## config.mk

```make
export PLATFORM = sky130hd
export DESIGN_NAME = data_mem_ctrl
export DESIGN_NICKNAME = d
export VERILOG_FILES = /design/src/rtl/data_mem_ctrl.sv
export SDC_FILE = /design/constraint.sdc
export NUM_CORES = 1
export LEC_CHECK = 0
export ABC_AREA = 1
export CORE_UTILIZATION = 49
export CTS_CLUSTER_SIZE = 25
export DETAILED_ROUTE_END_ITERATION = 10
export PLACE_DENSITY = 0.85
export SLEW_MARGIN = 20
export SYNTH_ARGS = -nofsm -noshare
export SYNTH_HDL_FRONTEND = slang
export SYNTH_SLANG_ARGS = --single-unit
export TNS_END_PERCENT = 20
```

## constraint.sdc

```tcl
create_clock -name clk -period 3.5 [get_ports clk]
set_clock_uncertainty 0.2 [all_clocks]
set_input_delay 0.35 -clock clk [delete_from_list [all_inputs] [get_ports clk]]
set_output_delay 0.35 -clock clk [all_outputs]
set_load 0.01 [all_outputs]
```

## src/rtl/data_mem_ctrl.sv

```systemverilog
// Data-memory access controller: an in-house MMIO window plus an external RAM reached through an
// en/ready handshake with a timeout. The core is stalled until each access completes.
module data_mem_ctrl #(
    parameter int unsigned MEM_AW  = 10,
    parameter logic [31:0] IO_BASE = 32'h0000_FF00,
    parameter int unsigned TIMEOUT = 16
) (
    input  logic              clk,
    input  logic              rst,
    input  logic              req_valid,
    input  logic              req_we,
    input  logic [31:0]       req_addr,
    input  logic [31:0]       req_wdata,
    output logic              rsp_valid,
    output logic [31:0]       rsp_rdata,
    output logic              stall,
    output logic              mem_en,
    output logic              mem_we,
    output logic [MEM_AW-1:0] mem_addr,
    output logic [31:0]       mem_wdata,
    input  logic              mem_ready,
    input  logic [31:0]       mem_rdata,
    input  logic [31:0]       io_in,
    output logic [31:0]       io_out,
    output logic              err
);

    localparam int unsigned     CW   = $clog2(TIMEOUT);
    localparam logic [CW-1:0]   LAST = CW'(TIMEOUT - 1);
    localparam logic [31:0]     ABORT_DATA = 32'hDEAD_BEEF;

    typedef enum logic [1:0] {
        S_IDLE,
        S_MEM,
        S_RESP
    } state_t;

    state_t            state_q;
    logic [CW-1:0]     cnt_q;
    logic [31:0]       sync1_q;
    logic [31:0]       sync2_q;
    logic              rsp_valid_q;
    logic [31:0]       rsp_rdata_q;
    logic              err_q;
    logic              mem_en_q;
    logic              mem_we_q;
    logic [MEM_AW-1:0] mem_addr_q;
    logic [31:0]       mem_wdata_q;
    logic [31:0]       io_out_q;

    logic        misaligned;
    logic        io_hit;
    logic [1:0]  io_sel;
    logic [31:0] io_rdata_d;

    // Window decode is done on the full 32-bit address; the 33-bit compare avoids wrap at the top.
    always_comb begin
        misaligned = (req_addr[1:0] != 2'b00);
        io_hit     = ({1'b0, req_addr} >= {1'b0, IO_BASE}) &&
                     ({1'b0, req_addr} <  ({1'b0, IO_BASE} + 33'd16));
        io_sel     = req_addr[3:2] - IO_BASE[3:2];
        io_rdata_d = '0;
        case (io_sel)
            2'd0:    io_rdata_d = io_out_q;
            2'd1:    io_rdata_d = sync2_q;
            default: io_rdata_d = '0;
        endcase
    end

    always_ff @(posedge clk or negedge rst) begin
        if (!rst) begin
            state_q     <= S_IDLE;
            cnt_q       <= '0;
            sync1_q     <= '0;
            sync2_q     <= '0;
            rsp_valid_q <= 1'b0;
            rsp_rdata_q <= '0;
            err_q       <= 1'b0;
            mem_en_q    <= 1'b0;
            mem_we_q    <= 1'b0;
            mem_addr_q  <= '0;
            mem_wdata_q <= '0;
            io_out_q    <= '0;
        end else begin
            sync1_q     <= io_in;
            sync2_q     <= sync1_q;
            rsp_valid_q <= 1'b0;
            case (state_q)
                S_IDLE: begin
                    if (req_valid) begin
                        if (misaligned) begin
                            state_q     <= S_RESP;
                            rsp_valid_q <= 1'b1;
                            rsp_rdata_q <= '0;
                            err_q       <= 1'b1;
                        end else if (io_hit) begin
                            state_q     <= S_RESP;
                            rsp_valid_q <= 1'b1;
                            rsp_rdata_q <= req_we ? '0 : io_rdata_d;
                            if (req_we && (io_sel == 2'd0)) begin
                                io_out_q <= req_wdata;
                            end
                        end else begin
                            state_q     <= S_MEM;
                            cnt_q       <= '0;
                            mem_en_q    <= 1'b1;
                            mem_we_q    <= req_we;
                            mem_addr_q  <= req_addr[MEM_AW+1:2];
                            mem_wdata_q <= req_wdata;
                        end
                    end
                end
                S_MEM: begin
                    // A ready on the final allowed cycle takes priority over the abort.
                    if (mem_ready) begin
                        state_q     <= S_RESP;
                        rsp_valid_q <= 1'b1;
                        rsp_rdata_q <= mem_we_q ? '0 : mem_rdata;
                        mem_en_q    <= 1'b0;
                        mem_we_q    <= 1'b0;
                    end else if (cnt_q == LAST) begin
                        state_q     <= S_RESP;
                        rsp_valid_q <= 1'b1;
                        rsp_rdata_q <= ABORT_DATA;
                        err_q       <= 1'b1;
                        mem_en_q    <= 1'b0;
                        mem_we_q    <= 1'b0;
                    end else begin
                        cnt_q <= cnt_q + 1'b1;
                    end
                end
                S_RESP: begin
                    state_q <= S_IDLE;
                end
                default: begin
                    state_q <= S_IDLE;
                end
            endcase
        end
    end

    assign rsp_valid = rsp_valid_q;
    assign rsp_rdata = rsp_rdata_q;
    assign stall     = req_valid & ~rsp_valid_q;
    assign mem_en    = mem_en_q;
    assign mem_we    = mem_we_q;
    assign mem_addr  = mem_addr_q;
    assign mem_wdata = mem_wdata_q;
    assign io_out    = io_out_q;
    assign err       = err_q;

endmodule

```

==> flow_summary_export.csv, run 1 <==
group,metric,value,unit
die,dieArea,0.0151,mm^2
flow_run,maxCapViolCount,0,
sta,setup_viol,0,
grt,grt_pass1_wl,31.1,mm
synthesis,synth_warnings,0,
route,drc,0,
sta,worst_pin_slew,0.771,ns
synthesis,syn_avg_cell_area,9.58,um^2
synthesis,synthesis.area,0.00715,mm^2
cells_and_area,area_growth,44.5,%
sta,period_needed,2.46,ns
sta,finalMaxSlewViolations,0,
critical_path,cp_slowest_cell,"buf_4",
sta,relSlewSlack,48.3,%
route,firstDrtPassIters,5,
critical_path,startpoint_type,"register",
route,ant_nets,0,
cts,clk_path_buf_depth,2,
cts,cts_tree,"built",
route,detail_route.iter0.violations,482,
place,place_congestion,0.829,
route,routed_via_density,5.21,
die,fp-row-count,43,
critical_path,end_kind,"register",
place,hpwlAfterDp,14.3,mm
cells_and_area,fill_cells,956,
sta,tns,0,ns
sta,fin_crit_sh,70.2,%
die,core,0.0140,mm^2
cts,root_buffer,"clkbuf_16",
power,power.leakage,4.63,nW
critical_path,worstPathMaxFanout,66,
route,wl,20.4,mm
run_status,status,"complete, no violations",
grt,grt_overflow,0,
place,io_buffers,243,
cts,cts_buffers,17,
cells_and_area,most-common-layout-cells,"clkdlybuf4s50_1, dfrtp_1, nand2_1, o21ai_0, inv_1",
synthesis,ys_types,28,
die,ios,244,
cts,clk_latency,0.43,ns
cts,cts_num_sinks,180,
synthesis,ys_ff_latch,180,
critical_path,max_stage_delay,0.56,ns
cells_and_area,mostFrequentLayoutCell,"clkdlybuf4s50_1",
cts,cts_setup_buffers,0,
critical_path,critPathRequiredTime,3.65,ns
route,wl_per_cell,17.4,um
cells_and_area,stdcell_count,1172,
sta,hold_violations,0,
cells_and_area,nets,1113,
cells_and_area,n_antenna_cell,0,
cts,clk_pin_slew_worst_paths,0.07,ns
cts,htreeDepth,4,
synthesis,seq_area_frac_synth,63.0,%
synthesis,synthCells,746,
synthesis,synthDominantCellAreaShare,63.0,%
grt,grt_usage,28.3,%
die,fp.dieW,123,um
grt,antenna_found_initial,0,
die,start_util,50.9,%
place,dp_worst_setup_slack,0.743,ns
synthesis,synth_top_area_cell,"dfrtp_1",
sta,max_clock_freq,407,MHz
route,num_vias,6106,
power,vdd_ir_drop_max,0.401,mV
hold_path,hold_class,"register to register",
cells_and_area,drive_gt1_share,7.16,%
die,chipHeight,123,um
grt,grt_pass1_vias,5757,
sta,rsz0062_at_grt,"false",
power,powerDensity,530,mW/mm^2
synthesis,mappedNetlistNets,880,
critical_path,crit_chain,"nor2_2 -> buf_4 -> nand3_2 -> nand2_1 -> inv_1 -> nand2_2 -> buf_4 -> nand2_1 -> o21ai_1",
grt,grt_max_degree,89,
critical_path,cp.arrival,2.60,ns
synthesis,synth_area_leaders,"dfrtp_1, nand2_1, o21ai_0, nand3_1, inv_1",
critical_path,crit_type,"register to register",
sta,worst_slack,1.04,ns
place,dp.cells,1139,
stage by stage:
step | hold slack, ns | power, W | util (%) | cell area [um^2]
after floorplan | -0.146 | 0.00289 | - | 7150
after global placement | 0.131 | 0.00356 | 69.2 | 9720
after detailed placement | 0.135 | 0.00358 | 69.2 | 9720
after CTS | 0.142 | 0.00550 | 73.6 | 10300
after global routing | 0.140 | 0.00571 | 73.6 | 10300
final | 0.143 | 0.00547 | 73.6 | 10300
registers in the layout, indices dropped and copies added, names as in the netlist:
| signal | count |
|---|---|
| mem_addr | 10 |
| mem_en | 1 |
| cnt_q | 4 |
| rsp_valid | 1 |
| sync1_q | 32 |
| io_out | 32 |
| err | 1 |
| state_q | 2 |
| mem_wdata | 32 |
| rsp_rdata | 32 |
| mem_we | 1 |
| sync2_q | 32 |
worst max-delay path, delay by kind of cell (launching register included):
family,cells,cell delay (ns)
flip-flops,1,0.40
AO/OA/AOI/OAI,1,0.13
AND/OR/NAND/NOR,5,0.70
buffers and inverters,3,0.94
cell type report:
cell class / count / area [um^2] / share of cell area, %
clock buffers: 20 / 457 / 4.42
inverters: 80 / 300 / 2.91
clock inverters: 12 / 146 / 1.42
multi-input cells: 441 / 2120 / 20.5
well taps: 180 / 225 / 2.18
repair buffers: 259 / 2580 / 25.0
flip-flops and latches: 180 / 4500 / 43.6
where the power goes:
| part | switching, W | total (W) | internal (W) |
|---|---|---|---|
| Combinational | 0.000506 | 0.00110 | 0.000591 |
| Clock | 0.000814 | 0.00192 | 0.00110 |
| Sequential | 0.000137 | 0.00246 | 0.00232 |
timing repair:
item	4_1_cts	5_1_grt
hold buffers	1	0
hold endpoints to repair	86	0
resized for setup	0	0
worst paths after layout:
| path | from | end | slack (ns) | cells after the start |
|---|---|---|---|---|
| min | sync1_q[10] | sync2_q[10] | 0.14 | 0 |
| max in group asynchronous | rst | rsp_rdata[19] | 1.89 | 3 |
| max | state_q[1] | rsp_rdata[25] | 1.04 | 9 |
| max reg2reg | state_q[1] | rsp_rdata[25] | 1.04 | 9 |
| min reg2reg | sync1_q[10] | sync2_q[10] | 0.14 | 0 |
| min in group asynchronous | rst | mem_wdata[4] | 0.33 | 2 |
cell families (layout without fill, tap and decap cells):
logic type,count (synthesis),after routing,share of synthesized area [%]
flip-flops,180,180,63.0
XOR/XNOR,1,1,0.123
buffers and inverters,125,371,7.40
AO/OA/AOI/OAI,189,189,14.2
AND/OR/NAND/NOR,250,250,15.1
adder cells (fa/ha/maj),1,1,0.175
cell usage after synthesis, drive strengths merged:
master and number:
a21oi 25, a22oi 8, a41o 1, buf 27, clkbuf 18, clkinv 2
dfrtp 180, ha 1, inv 78, nand2 149, nand3 73, nand3b 1
nand4 3, nor2 22, nor3 1, o21ai 155, or2 1, xor2 1
layer usage:
layer / global-route usage (%) / vias up / routed length [um]
met5: 0 / - / 0
met4: 15.2 / 0 / 812
met3: 6.69 / 48 / 1310
met2: 42.7 / 285 / 9700
met1: 38.0 / 2882 / 8600
li1: - / 2891 / -
Power figures use the tool's default switching activity.
==> run 2, diff against run 1 <==
CORE_UTILIZATION = 46   (was 49)
PLACE_DENSITY = 0.81   (was 0.85)
clock period = 2.5 ns   (was 3.5 ns; I/O delays follow)
==> flow_summary_export.csv, run 2 (synthesis results as in run 1) <==
group,metric,value,unit
place,io_buffers,243,
route,drc,0,
route,firstDrtPassIters,5,
sta,tns,0,ns
critical_path,cp_slowest_cell,"clkdlybuf4s50_1",
sta,hold_violations,0,
cells_and_area,mostFrequentLayoutCell,"clkdlybuf4s50_1",
sta,period_needed,2.09,ns
cells_and_area,nets,1122,
cts,cts_tree,"built",
sta,max_clock_freq,477,MHz
critical_path,crit_buf_inv,1,
grt,grt_max_degree,54,
run_status,status,"complete, no violations",
route,routed_via_density,5.10,
hold_path,hold_class,"input port to register",
route,ant_nets,0,
critical_path,cp.arrival,1.64,ns
cts,clk_latency,0.42,ns
critical_path,max_stage_delay,0.62,ns
die,fp.dieW,127,um
place,dp.cells,1156,
place,dp_worst_setup_slack,0.180,ns
cells_and_area,area_growth,47.3,%
die,start_util,47.0,%
cts,htreeDepth,4,
grt,grt_overflow,0,
sta,worst_pin_slew,0.608,ns
place,place_congestion,0.894,
critical_path,critical-path-top-delay-family,"buffers and inverters",
place,dpl_cell_area,0.00983,mm^2
cts,cts_resized,0,
grt,antenna_found_initial,0,
sta,rsz0062_at_grt,"false",
power,vdd_ir_drop_max,0.498,mV
cts,clk_path_buf_depth,2,
sta,fin_crit_sh,83.8,%
cts,clk_pin_slew_worst_paths,0.06,ns
flow_run,maxCapViolCount,0,
die,dieArea,0.0160,mm^2
cells_and_area,stdcell_count,1189,
route,wl_per_cell,17.0,um
cells_and_area,drive_gt1_share,8.09,%
cells_and_area,fin_area,0.0105,mm^2
cells_and_area,most-common-layout-cells,"clkdlybuf4s50_1, dfrtp_1, nand2_1, o21ai_0, inv_1",
cts,cts_num_sinks,180,
sta,relSlewSlack,59.4,%
die,fp-row-count,45,
grt,grt_pass1_vias,5890,
die,chipHeight,127,um
route,detail_route.iter0.violations,395,
cells_and_area,postLayoutCoreUtil,69.3,%
critical_path,crit_type,"register to output port",
cts,cts_buffers,17,
sta,setup_viol,0,
sta,finalMaxSlewViolations,0,
route,wl,20.2,mm
sta,worst_slack,0.405,ns
die,core,0.0152,mm^2
cells_and_area,n_antenna_cell,0,
place,hpwlAfterDp,14.2,mm
power,powerDensity,765,mW/mm^2
grt,grt_usage,26.0,%
power,power.leakage,4.74,nW
route,num_vias,6066,
die,ios,244,
critical_path,worstPathMaxFanout,11,
critical_path,crit_chain,"clkdlybuf4s50_1",
critical_path,startpoint_type,"register",
cts,root_buffer,"clkbuf_16",
critical_path,critPathRequiredTime,2.05,ns
critical_path,end_kind,"output port",
grt,grt_pass1_wl,31.3,mm
==> run 2: cell count changes in the layout (fill, tap and decap cells not counted), sizes merged <==
cell	previous run	this run
buf	15	25
bufinv	2	6
clkinvlp	3	0
inv	82	81
clkbuf	21	20
==> run 2: path summary, 6_finish.rpt <==
check | start | end | slack, ns | cells after the start
worst max-delay path | mem_we | mem_we | 0.41 | 1
worst min-delay path | io_in[6] | sync1_q[6] | 0.06 | 1
worst max register to register | cnt_q[0] | rsp_rdata[26] | 0.46 | 11
worst min register to register | sync1_q[22] | sync2_q[22] | 0.15 | 0
max in group asynchronous | rst | sync1_q[3] | 1.19 | 3
min in group asynchronous | rst | rsp_rdata[28] | 0.12 | 2
==> run 2: what timing repair did <==
item / 4_1_cts / 5_1_grt
buffers inserted: 0 / 0
hold endpoints to repair: 71 / 0
hold buffers: 1 / 0
==> run 2: stage by stage <==
stage,total power [W],hold slack [ns]
2_1_floorplan,0.00404,-0.246
3_5_place_dp,0.00503,0.0182
4_1_cts,0.00811,0.0473
5_1_grt,0.00841,0.0550
3_3_place_gp,0.00499,0.0137
6_report,0.00806,0.0627
==> run 2: layer usage <==
metal	global-route usage [%]	up-vias	routed length, um
li1	-	2917	-
met1	35.1	2900	8830
met2	41.4	211	9740
met3	5.44	38	1070
met4	10.3	0	541
met5	0	-	0
==> run 2: cell type report <==
type	count	area [um^2]
multi-input cells	441	2120
well taps	188	235
fillers	1087	4670
inverters	80	300
repair buffers	268	2690
clock inverters	12	221
clock buffers	20	467
flip-flops and latches	180	4500
==> run 2: where the power goes <==
group	switching, W	internal (W)
sequential	0.000189	0.00325
clock	0.00111	0.00196
combinational	0.000705	0.000849
total	0.00200	0.00606
